**src/rtl/riscv_mem_pkg.sv**
```systemverilog
// Shared memory-path definitions for the store buffer and the data-memory load path.
// Contents: store funct3 encodings, the store-buffer entry record, and helpers that
// turn a core store (funct3, byte address, rs2 value) into byte enables and
// lane-aligned write data.
package riscv_mem_pkg;

    localparam int SB_AW = 32;

    localparam logic [2:0] F3_SB = 3'b000;
    localparam logic [2:0] F3_SH = 3'b001;
    localparam logic [2:0] F3_SW = 3'b010;

    typedef struct packed {
        logic             valid;
        logic [SB_AW-3:0] waddr;
        logic [3:0]       be;
        logic [31:0]      data;
    } sb_entry_t;

    // Byte enables of a store within its word.
    function automatic logic [3:0] lane_be(input logic [2:0] f3, input logic [1:0] a);
        logic [3:0] be;
        case (f3)
            F3_SB:   be = 4'b0001 << a;
            F3_SH:   be = a[1] ? 4'b1100 : 4'b0011;
            F3_SW:   be = 4'b1111;
            default: be = 4'b0000;
        endcase
        return be;
    endfunction

    // Replicate the stored byte/half across the word so every enabled lane carries it.
    function automatic logic [31:0] lane_data(input logic [2:0] f3, input logic [31:0] wdata);
        logic [31:0] d;
        case (f3)
            F3_SB:   d = {4{wdata[7:0]}};
            F3_SH:   d = {2{wdata[15:0]}};
            default: d = wdata;
        endcase
        return d;
    endfunction

    // Illegal funct3 is reported as misaligned so it is never queued.
    function automatic logic is_misaligned(input logic [2:0] f3, input logic [1:0] a);
        logic m;
        case (f3)
            F3_SB:   m = 1'b0;
            F3_SH:   m = a[0];
            F3_SW:   m = (a != 2'b00);
            default: m = 1'b1;
        endcase
        return m;
    endfunction

    // Overwrite the lanes selected by new_be, keep the rest.
    function automatic logic [31:0] merge_lanes(input logic [31:0] old_d,
                                                input logic [31:0] new_d,
                                                input logic [3:0]  new_be);
        logic [31:0] r;
        for (int l = 0; l < 4; l++) begin
            r[8*l +: 8] = new_be[l] ? new_d[8*l +: 8] : old_d[8*l +: 8];
        end
        return r;
    endfunction

endpackage

```
**src/rtl/sb_fwd_merge.sv**
```systemverilog
// Per-lane store-to-load forwarding across all store-buffer entries.
// Entries are visited oldest (head) to youngest, so the youngest matching entry
// covering a lane supplies that lane.
// Ports:
//   entries_i   all buffer entries
//   rd_ptr_i    head index (oldest entry)
//   ld_waddr_i  load word address
//   fwd_mask_o  lanes supplied by the buffer
//   fwd_data_o  forwarded lanes, zero elsewhere
module sb_fwd_merge
    import riscv_mem_pkg::*;
#(
    parameter int DEPTH = 4,
    localparam int PW = $clog2(DEPTH)
) (
    input  sb_entry_t [DEPTH-1:0] entries_i,
    input  logic [PW-1:0]         rd_ptr_i,
    input  logic [SB_AW-3:0]      ld_waddr_i,
    output logic [3:0]            fwd_mask_o,
    output logic [31:0]           fwd_data_o
);

    // Age-ordered scan; later (younger) hits overwrite earlier ones lane by lane.
    always_comb begin
        fwd_mask_o = 4'b0000;
        fwd_data_o = 32'h0000_0000;
        for (int k = 0; k < DEPTH; k++) begin
            if (entries_i[PW'(rd_ptr_i + PW'(k))].valid &&
                (entries_i[PW'(rd_ptr_i + PW'(k))].waddr == ld_waddr_i)) begin
                for (int l = 0; l < 4; l++) begin
                    if (entries_i[PW'(rd_ptr_i + PW'(k))].be[l]) begin
                        fwd_mask_o[l]        = 1'b1;
                        fwd_data_o[8*l +: 8] = entries_i[PW'(rd_ptr_i + PW'(k))].data[8*l +: 8];
                    end else begin
                        fwd_mask_o[l] = fwd_mask_o[l];
                    end
                end
            end else begin
                fwd_mask_o = fwd_mask_o;
            end
        end
    end

endmodule

```
**src/rtl/store_buffer.sv**
```systemverilog
// Posted-write store buffer between the core store path and data memory.
// Formats sb/sh/sw into word address + byte enables + lane data, queues them,
// drains in order over a req/ack port and forwards queued bytes to loads.
// Optional build macro: STORE_BUFFER_COALESCE_EN merges a store into the youngest
// non-head entry of the same word instead of allocating a new one.
// Ports:
//   clk, reset                     clock, synchronous active-high reset
//   st_valid/st_addr/st_wdata/st_funct3  core store request
//   st_ready, st_misalign          acceptance / bad alignment or funct3
//   ld_addr, ld_fwd_mask, ld_fwd_data    load forwarding lookup
//   mem_req/mem_addr/mem_be/mem_wdata/mem_ack  memory drain port (head entry)
//   empty, count                   occupancy
module store_buffer
    import riscv_mem_pkg::*;
#(
    parameter int DEPTH = 4,
    parameter int AW    = SB_AW,
    localparam int PW   = $clog2(DEPTH),
    localparam int CW   = $clog2(DEPTH + 1)
) (
    input  logic          clk,
    input  logic          reset,
    input  logic          st_valid,
    input  logic [AW-1:0] st_addr,
    input  logic [31:0]   st_wdata,
    input  logic [2:0]    st_funct3,
    output logic          st_ready,
    output logic          st_misalign,
    input  logic [AW-1:0] ld_addr,
    output logic [3:0]    ld_fwd_mask,
    output logic [31:0]   ld_fwd_data,
    output logic          mem_req,
    output logic [AW-1:0] mem_addr,
    output logic [3:0]    mem_be,
    output logic [31:0]   mem_wdata,
    input  logic          mem_ack,
    output logic          empty,
    output logic [CW-1:0] count
);

    sb_entry_t [DEPTH-1:0] entries_q, entries_d;
    logic [PW-1:0] wr_ptr_q, wr_ptr_d;
    logic [PW-1:0] rd_ptr_q, rd_ptr_d;
    logic [CW-1:0] count_q, count_d;

    logic          full_s;
    logic          empty_s;
    logic          pop_s;
    logic          push_s;
    logic          push_alloc_s;
    logic          push_merge_s;
    logic          merge_hit_s;
    logic [PW-1:0] young_ptr_s;
    logic [3:0]    new_be_s;
    logic [31:0]   new_data_s;

    assign full_s      = (count_q == CW'(DEPTH));
    assign empty_s     = (count_q == CW'(0));
    assign young_ptr_s = wr_ptr_q - PW'(1);
    assign new_be_s    = lane_be(st_funct3, st_addr[1:0]);
    assign new_data_s  = lane_data(st_funct3, st_wdata);
    assign st_misalign = st_valid && is_misaligned(st_funct3, st_addr[1:0]);

`ifdef STORE_BUFFER_COALESCE_EN
    // Merge only behind the head, so the entry being offered to memory never changes.
    assign merge_hit_s = st_valid && !st_misalign && (count_q >= CW'(2)) &&
                         entries_q[young_ptr_s].valid &&
                         (entries_q[young_ptr_s].waddr == st_addr[AW-1:2]);
    assign st_ready    = !full_s || merge_hit_s;
`else
    assign merge_hit_s = 1'b0;
    assign st_ready    = !full_s;
`endif

    // Full buffer refuses a push even when the head pops this cycle.
    assign push_s       = st_valid && st_ready && !st_misalign;
    assign push_alloc_s = push_s && !merge_hit_s;
    assign push_merge_s = push_s && merge_hit_s;
    assign pop_s        = mem_ack && !empty_s;

    assign mem_req   = !empty_s;
    assign mem_addr  = {entries_q[rd_ptr_q].waddr, 2'b00};
    assign mem_be    = entries_q[rd_ptr_q].be;
    assign mem_wdata = entries_q[rd_ptr_q].data;
    assign empty     = empty_s;
    assign count     = count_q;

    // Next-state for queue contents, pointers and occupancy.
    always_comb begin
        entries_d = entries_q;
        wr_ptr_d  = wr_ptr_q;
        rd_ptr_d  = rd_ptr_q;
        count_d   = count_q + CW'(push_alloc_s) - CW'(pop_s);
        if (pop_s) begin
            entries_d[rd_ptr_q].valid = 1'b0;
            rd_ptr_d                  = rd_ptr_q + PW'(1);
        end else begin
            rd_ptr_d = rd_ptr_q;
        end
        if (push_alloc_s) begin
            entries_d[wr_ptr_q].valid = 1'b1;
            entries_d[wr_ptr_q].waddr = st_addr[AW-1:2];
            entries_d[wr_ptr_q].be    = new_be_s;
            entries_d[wr_ptr_q].data  = new_data_s;
            wr_ptr_d                  = wr_ptr_q + PW'(1);
        end else if (push_merge_s) begin
            entries_d[young_ptr_s].be   = entries_q[young_ptr_s].be | new_be_s;
            entries_d[young_ptr_s].data = merge_lanes(entries_q[young_ptr_s].data,
                                                      new_data_s, new_be_s);
        end else begin
            wr_ptr_d = wr_ptr_q;
        end
    end

    // State registers; reset drops every entry, including an in-flight head.
    always_ff @(posedge clk) begin
        if (reset) begin
            entries_q <= '0;
            wr_ptr_q  <= '0;
            rd_ptr_q  <= '0;
            count_q   <= '0;
        end else begin
            entries_q <= entries_d;
            wr_ptr_q  <= wr_ptr_d;
            rd_ptr_q  <= rd_ptr_d;
            count_q   <= count_d;
        end
    end

    sb_fwd_merge #(.DEPTH(DEPTH)) u_fwd (
        .entries_i  (entries_q),
        .rd_ptr_i   (rd_ptr_q),
        .ld_waddr_i (ld_addr[AW-1:2]),
        .fwd_mask_o (ld_fwd_mask),
        .fwd_data_o (ld_fwd_data)
    );

endmodule

```
**config.mk**
```make
export PLATFORM = sky130hd
export DESIGN_NAME = store_buffer
export DESIGN_NICKNAME = d
export VERILOG_FILES = /design/src/rtl/riscv_mem_pkg.sv /design/src/rtl/sb_fwd_merge.sv /design/src/rtl/store_buffer.sv
export SDC_FILE = /design/constraint.sdc
export NUM_CORES = 1
export LEC_CHECK = 0
export BUFFER_PORTS_ARGS = -buffer_cell sky130_fd_sc_hd__buf_2
export CAP_MARGIN = 20
export CORE_ASPECT_RATIO = 1.4
export CORE_MARGIN = 2
export CORE_UTILIZATION = 60
export CTS_BUF_LIST = sky130_fd_sc_hd__clkbuf_16
export DETAILED_ROUTE_END_ITERATION = 12
export PLACE_DENSITY = 0.88
export SYNTH_ARGS = -nofsm -noshare
export SYNTH_HDL_FRONTEND = slang
export SYNTH_SLANG_ARGS = --single-unit
```
**constraint.sdc**
```tcl
create_clock -name clk -period 7.7 [get_ports clk]
set_clock_uncertainty 0.2 [all_clocks]
set_input_delay 0.77 -clock clk [delete_from_list [all_inputs] [get_ports clk]]
set_output_delay 0.77 -clock clk [all_outputs]
set_load 0.03 [all_outputs]
```
======== After elaboration in Yosys (flattened, before gate mapping) ========
Index checks and enable logic that the tools add are counted.
operators by class
  add/sub/neg operators ................... 6
  $lt $le $gt $ge ......................... 7
  equality and inequality tests ........... 7
  shifts and indexed selects .............. 1
  mux-type cells .......................... 69
  reductions and logical operators ........ 16
operators with widths
  kind                   count
  $bwmux W268            5
  $demux W67 S2          5
  $bmux W67 S2           4
  $mux W268              2
  $mux W67               6
  $mux W32               5
  $mux W8                16
  $eq A30 B30 Y1         4
  $mux W66               1
  $pmux W32 S2           1
  $mux W36               1
  $mux W4                5
  $mux W1                16
  $lt A2 B3 Y1 const B   5
  $pmux W4 S3            1
  $logic_and A1 B1 Y1    10
  $logic_not A3 Y1       2
  $add A2 B1 Y2 const B  2
  $add A2 B2 Y2 const B  2
  $ge A2 B1 Y1 const B   2
  $shl A1 B2 Y4 const A  1
  $add A3 B1 Y3          1
  $eq A3 B1 Y1 const B   1
  $eq A3 B2 Y1 const B   1
  5 further kinds        7
word-level totals
  register bits after elaboration ......... 275
  output and inout port bits .............. 111

======== Depth between registers and ports, before layout ========
  depth in word-level cells ............... 11
  mapped depth ............................ 20
  mapped depth without buffers ............ 11

======== Cells and area by module ========
From an unflattened synthesis, not the netlist that was laid out.
unflattened totals
  cell total of the unflattened synthesis .. 2460
  area, all modules ....................... 20459.6 sq um
modules (own cells, without submodules)
  module        times used  cells each  area an instance (sq um)  sequential area each (sq um)
  store_buffer  1           1297        11644.9                   5505.3
  sb_fwd_merge  1           1163        8814.7                    0.0

======== Worst setup path before layout ========
No wires, ideal clock.
  path kind ............................... flip-flop to output port
  start ................................... register rd_ptr_q[1]
  end ..................................... output port ld_fwd_data[0]
  arrival time ............................ 5.482 ns
  path slack .............................. 1.248 ns
  stages on the path, launching flop included .. 17
  buffers on the path ..................... 7
  cell sequence ........................... dfxtp_1 buf_2 buf_2 inv_1 buf_2 buf_1 clkbuf_1 clkbuf_1 ha_1 clkbuf_1 mux4_2 xor2_1 a211oi_1 o2111ai_1 nor4_2 o2111ai_1 a311oi_1
between the ends
  cells in the longest elaborated chain, start to end .. 11
  elaborated cells on any way between the ends .. 27
  those cells by class .................... add/sub (3); eq/ne (4); mux (16); reduce/logical (4)
ends and longest elaborated chain
  element                                                                 line                 text
  from (decl)                                                             store_buffer.sv:43   logic [PW-1:0] rd_ptr_q, rd_ptr_d;
  from (signal assigned)                                                  store_buffer.sv:125  rd_ptr_q <= rd_ptr_d;
  parallel branches: the longest is 10 deep, another holds $add A2 B1 Y2  -
  $mux W32 (*)                                                            sb_fwd_merge.sv:28   if (entries_i[PW'(rd_ptr_i + PW'(k))].valid &&
  to (decl)                                                               store_buffer.sv:31   output logic [31:0] ld_fwd_data,
Every way passes the cells marked *. The select of a mux whose other input is x is not followed.

======== Worst setup path after layout ========
  start ................................... register rd_ptr_q[0]
  end ..................................... output port ld_fwd_data[7]
Same word-level chain as after synthesis.

==> summary.md <==
| Metric | Value |
|---|---|
| Status | completed |
| Synth cell types | 72 |
| Syn Std Cell Area | 0.01973 mm2 |
| Final hold vios | 0 |
| Min Tclk post-route | 7.056 ns |
| Critical path type | reg2out |
| Sequential-to-total area share from yosys stat | 0.2791 |
| Synth Register Bits | 275 |
| Power density cells | 222.7 mW/mm2 |
| Placer Congestion | 1.021 |
| RSZ-0062 raised after global routing | false |
| Critical path endpoint category | primary output |
| Max-Cap Viols | 0 |
| Max Clk Rate | 0.1417 GHz |
| Antenna-violating nets left | 0 |
| Post-DP HPWL | 46.79 mm |
| PortBufs | 209 |
| Post-synth top area cell | dfxtp_1 |
| Die area | 0.03437 mm2 |
| Measured slew at the worst slew-check pin | 1.131 ns |
| CP Max Fanout | 49 |
| Setup bufs post-CTS | 0 |
| Die width | 157.3 um |
| Largest net degree at the start of global routing | 175 |
| Ys flop type | dfxtp_1 |
| YS warnings | 0 |
| Max clock buf depth | 3 |
| Vias | 19,960 |
| Vias in the first global route | 19,330 |
| Clock sink count | 275 |
| Pre-CTS setup slack | 1.349 ns |
| Synth top area cells | dfxtp_1 (28%), mux4_2 (12%), mux2i_1 (9.3%), nand2_1 (7.5%), a21oi_1 (6.6%) |
| Average cell area after synthesis | 8.540 um2 |
| PnR worst setup slack | 0.6444 ns |
| Vias per cell | 7.059 |
| Worst Path Arrival | 6.09 ns |
| Core area | 0.03240 mm2 |
| Startpoint Class | flop |
| Nets | 2,474 |
| EDFF count, synth | 0 |
| Area of the multi-input gates | 0.01312 mm2 |
| Syn Inst Count | 2,310 |
| Total CTS buffers | 29 |
| Commonest non-fill, non-tap cells in the layout | nand2_1 (390), dfxtp_1 (273), a21oi_1 (261), nor2_1 (210), buf_2 (208) |
| Synth top area share | 0.2791 |
| Residual DRC | 0 |
| Required time worst endpoint | 6.73 ns |
| Type of the most critical hold path | in2reg |
| Layout cells sized above 1 | 0.2035 |
| Post-Route WL | 70.81 mm |
| Rel. slew slack | 0.2462 |
| Initial Util | 0.6089 |
| R2R Path Start | count[1]$_SDFF_PP0_ |
| CTS H-tree depth | 1 |
| Commonest non-fill, non-tap cell in the layout | nand2_1 |
| R2R depth | 8 |
| Drt wl/cell | 25.04 um |
| End point of the critical path | ld_fwd_data[7] |
| Tot GR Track Use | 0.4042 |
| Area grow syn2layout | 9.146% |
| Ys async rst share | 0 |
| Drt first pass iters | 6 |
| Filler cells | 2,639 |
| CTS Hold Bufs | 0 |
| Final worst path period share | 0.9163 |
| Io pins | 214 |
| Total gr overflow | 0 |
| VDD IR max | 0.0002053 V |
| CP Launch Point | rd_ptr_q[0]$_SDFFE_PP0P_ |
| Initial DRC Count | 3,028 |
| Reg area | 0.005513 mm2 |
| Fin. max-slew vios | 0 |
| Root buf cell | clkbuf_16 |
| Standard-cell rows | 78 |
| Reg clk slew, reported paths | 0.06 ns |
| Static leakage power | 7.501 nW |
| R2R Setup Slk | 4.63 ns |
| Die Y | 218.6 um |
| First-pass GRT wire length | 108.1 mm |
| Clk Latency, worst-skew pair | 0.59 ns |
| Final setup fails | 0 |
| CTS tree | yes |
| Setup tns final | 0 ns |
| Post-cts sizing count | 0 |
| Initial antenna violation count | 8 |
| FF-to-FF End | entries_q[85]$_SDFFE_PP0P_ |
[synth_stat cells, types with 8 or more instances]
cell,number
mux2i_1,183
a311oi_1,32
and2_1,8
o21ai_0,39
clkbuf_1,162
buf_1,23
nand4_1,13
mux2_2,59
mux4_2,109
a22oi_1,8
nor4_1,10
nor2b_1,9
xor2_1,28
nor3_1,40
a21oi_1,261
nand3_1,8
a211oi_1,70
nand2_1,394
nor2_1,211
inv_1,25
a2111oi_0,34
buf_6,8
ha_1,10
or4_1,8
o2111ai_1,68
xnor2_1,79
a221oi_1,8
o22ai_1,8
dfxtp_1,275
buf_2,20
[state kept, by name, indices dropped and copies added, names as in the netlist]
register / count
entries_q: 268
count: 3
rd_ptr_q: 2
wr_ptr_q: 2
[cells by family after synthesis]
logic type / after synthesis / share of synthesized area
fa+ha+maj: 11 / 0.007357
other cells: 1 / 0.0001901
compound gates: 578 / 0.1933
simple gates: 733 / 0.1611
xor+xnor: 107 / 0.04750
flops: 275 / 0.2791
mux: 353 / 0.2522
buf+inv: 252 / 0.05930
[critical path, stage by stage, from the launching register on]
cell	delay, ns
dfxtp_4	0.75
inv_1	0.27
ha_4	0.81
mux4_2	0.43
xor2_1	0.16
a211oi_1	0.47
o2111ai_1	0.59
nor4_2	0.97
o2111ai_1	0.22
a311oi_1	0.51
buf_2	0.28
[how the worst min path moves through the flow]
stage	start	to	slack [ns]	cells past startpoint
after floorplan	entries_q[168]$_SDFFE_PP0P_	entries_q[168]$_SDFFE_PP0P_	0.24	2
after global placement	entries_q[168]$_SDFFE_PP0P_	entries_q[168]$_SDFFE_PP0P_	0.25	2
after detailed placement	entries_q[168]$_SDFFE_PP0P_	entries_q[168]$_SDFFE_PP0P_	0.26	2
after CTS	st_addr[13]	entries_q[248]$_SDFFE_PP0P_	0.23	3
after global routing	st_addr[13]	entries_q[248]$_SDFFE_PP0P_	0.25	3
final	st_addr[10]	entries_q[178]$_SDFFE_PP0P_	0.24	3
[routing by layer]
metal / vias up / part of all wire / global-route usage
met4: 6 / 0.091 / 0.3206
met5: - / 0.00052 / 0
li1: 8619 / - / -
met1: 9359 / 0.33 / 0.4563
met3: 447 / 0.11 / 0.1049
met2: 1533 / 0.46 / 0.6438
[power by group]
group	internal [mW]	switching (mW)	total [mW]
clock network	0.715	0.613	1.33
registers	1.46	0.0832	1.55
logic	0.714	1.21	1.92
[per-stage QoR]
step                      hold WS [ns]  instances  area [um2]    util  power (mW)
after floorplan                 0.2434       2311       19730       -       3.105
after global placement          0.2528       2767       20590  0.6355       3.358
after detailed placement        0.2614       2767       20590  0.6355       3.421
after CTS                       0.2284       2821       21460  0.6625       4.740
after global routing            0.2501       2826       21530  0.6644       4.976
final                           0.2401       2828       21530  0.6645       4.794
[cell type report]
cell class | instances | area share
Antenna cell | 5 | 0.0005811
Clock buffer | 29 | 0.03370
Clock inverter | 25 | 0.006857
Inverter | 26 | 0.004533
Multi-Input combinational cell | 1784 | 0.6091
Sequential cell | 275 | 0.2560
Tap cell | 440 | 0.02557
Timing Repair Buffer | 244 | 0.06363
Note: power is estimated with default switching activity, not from simulation.
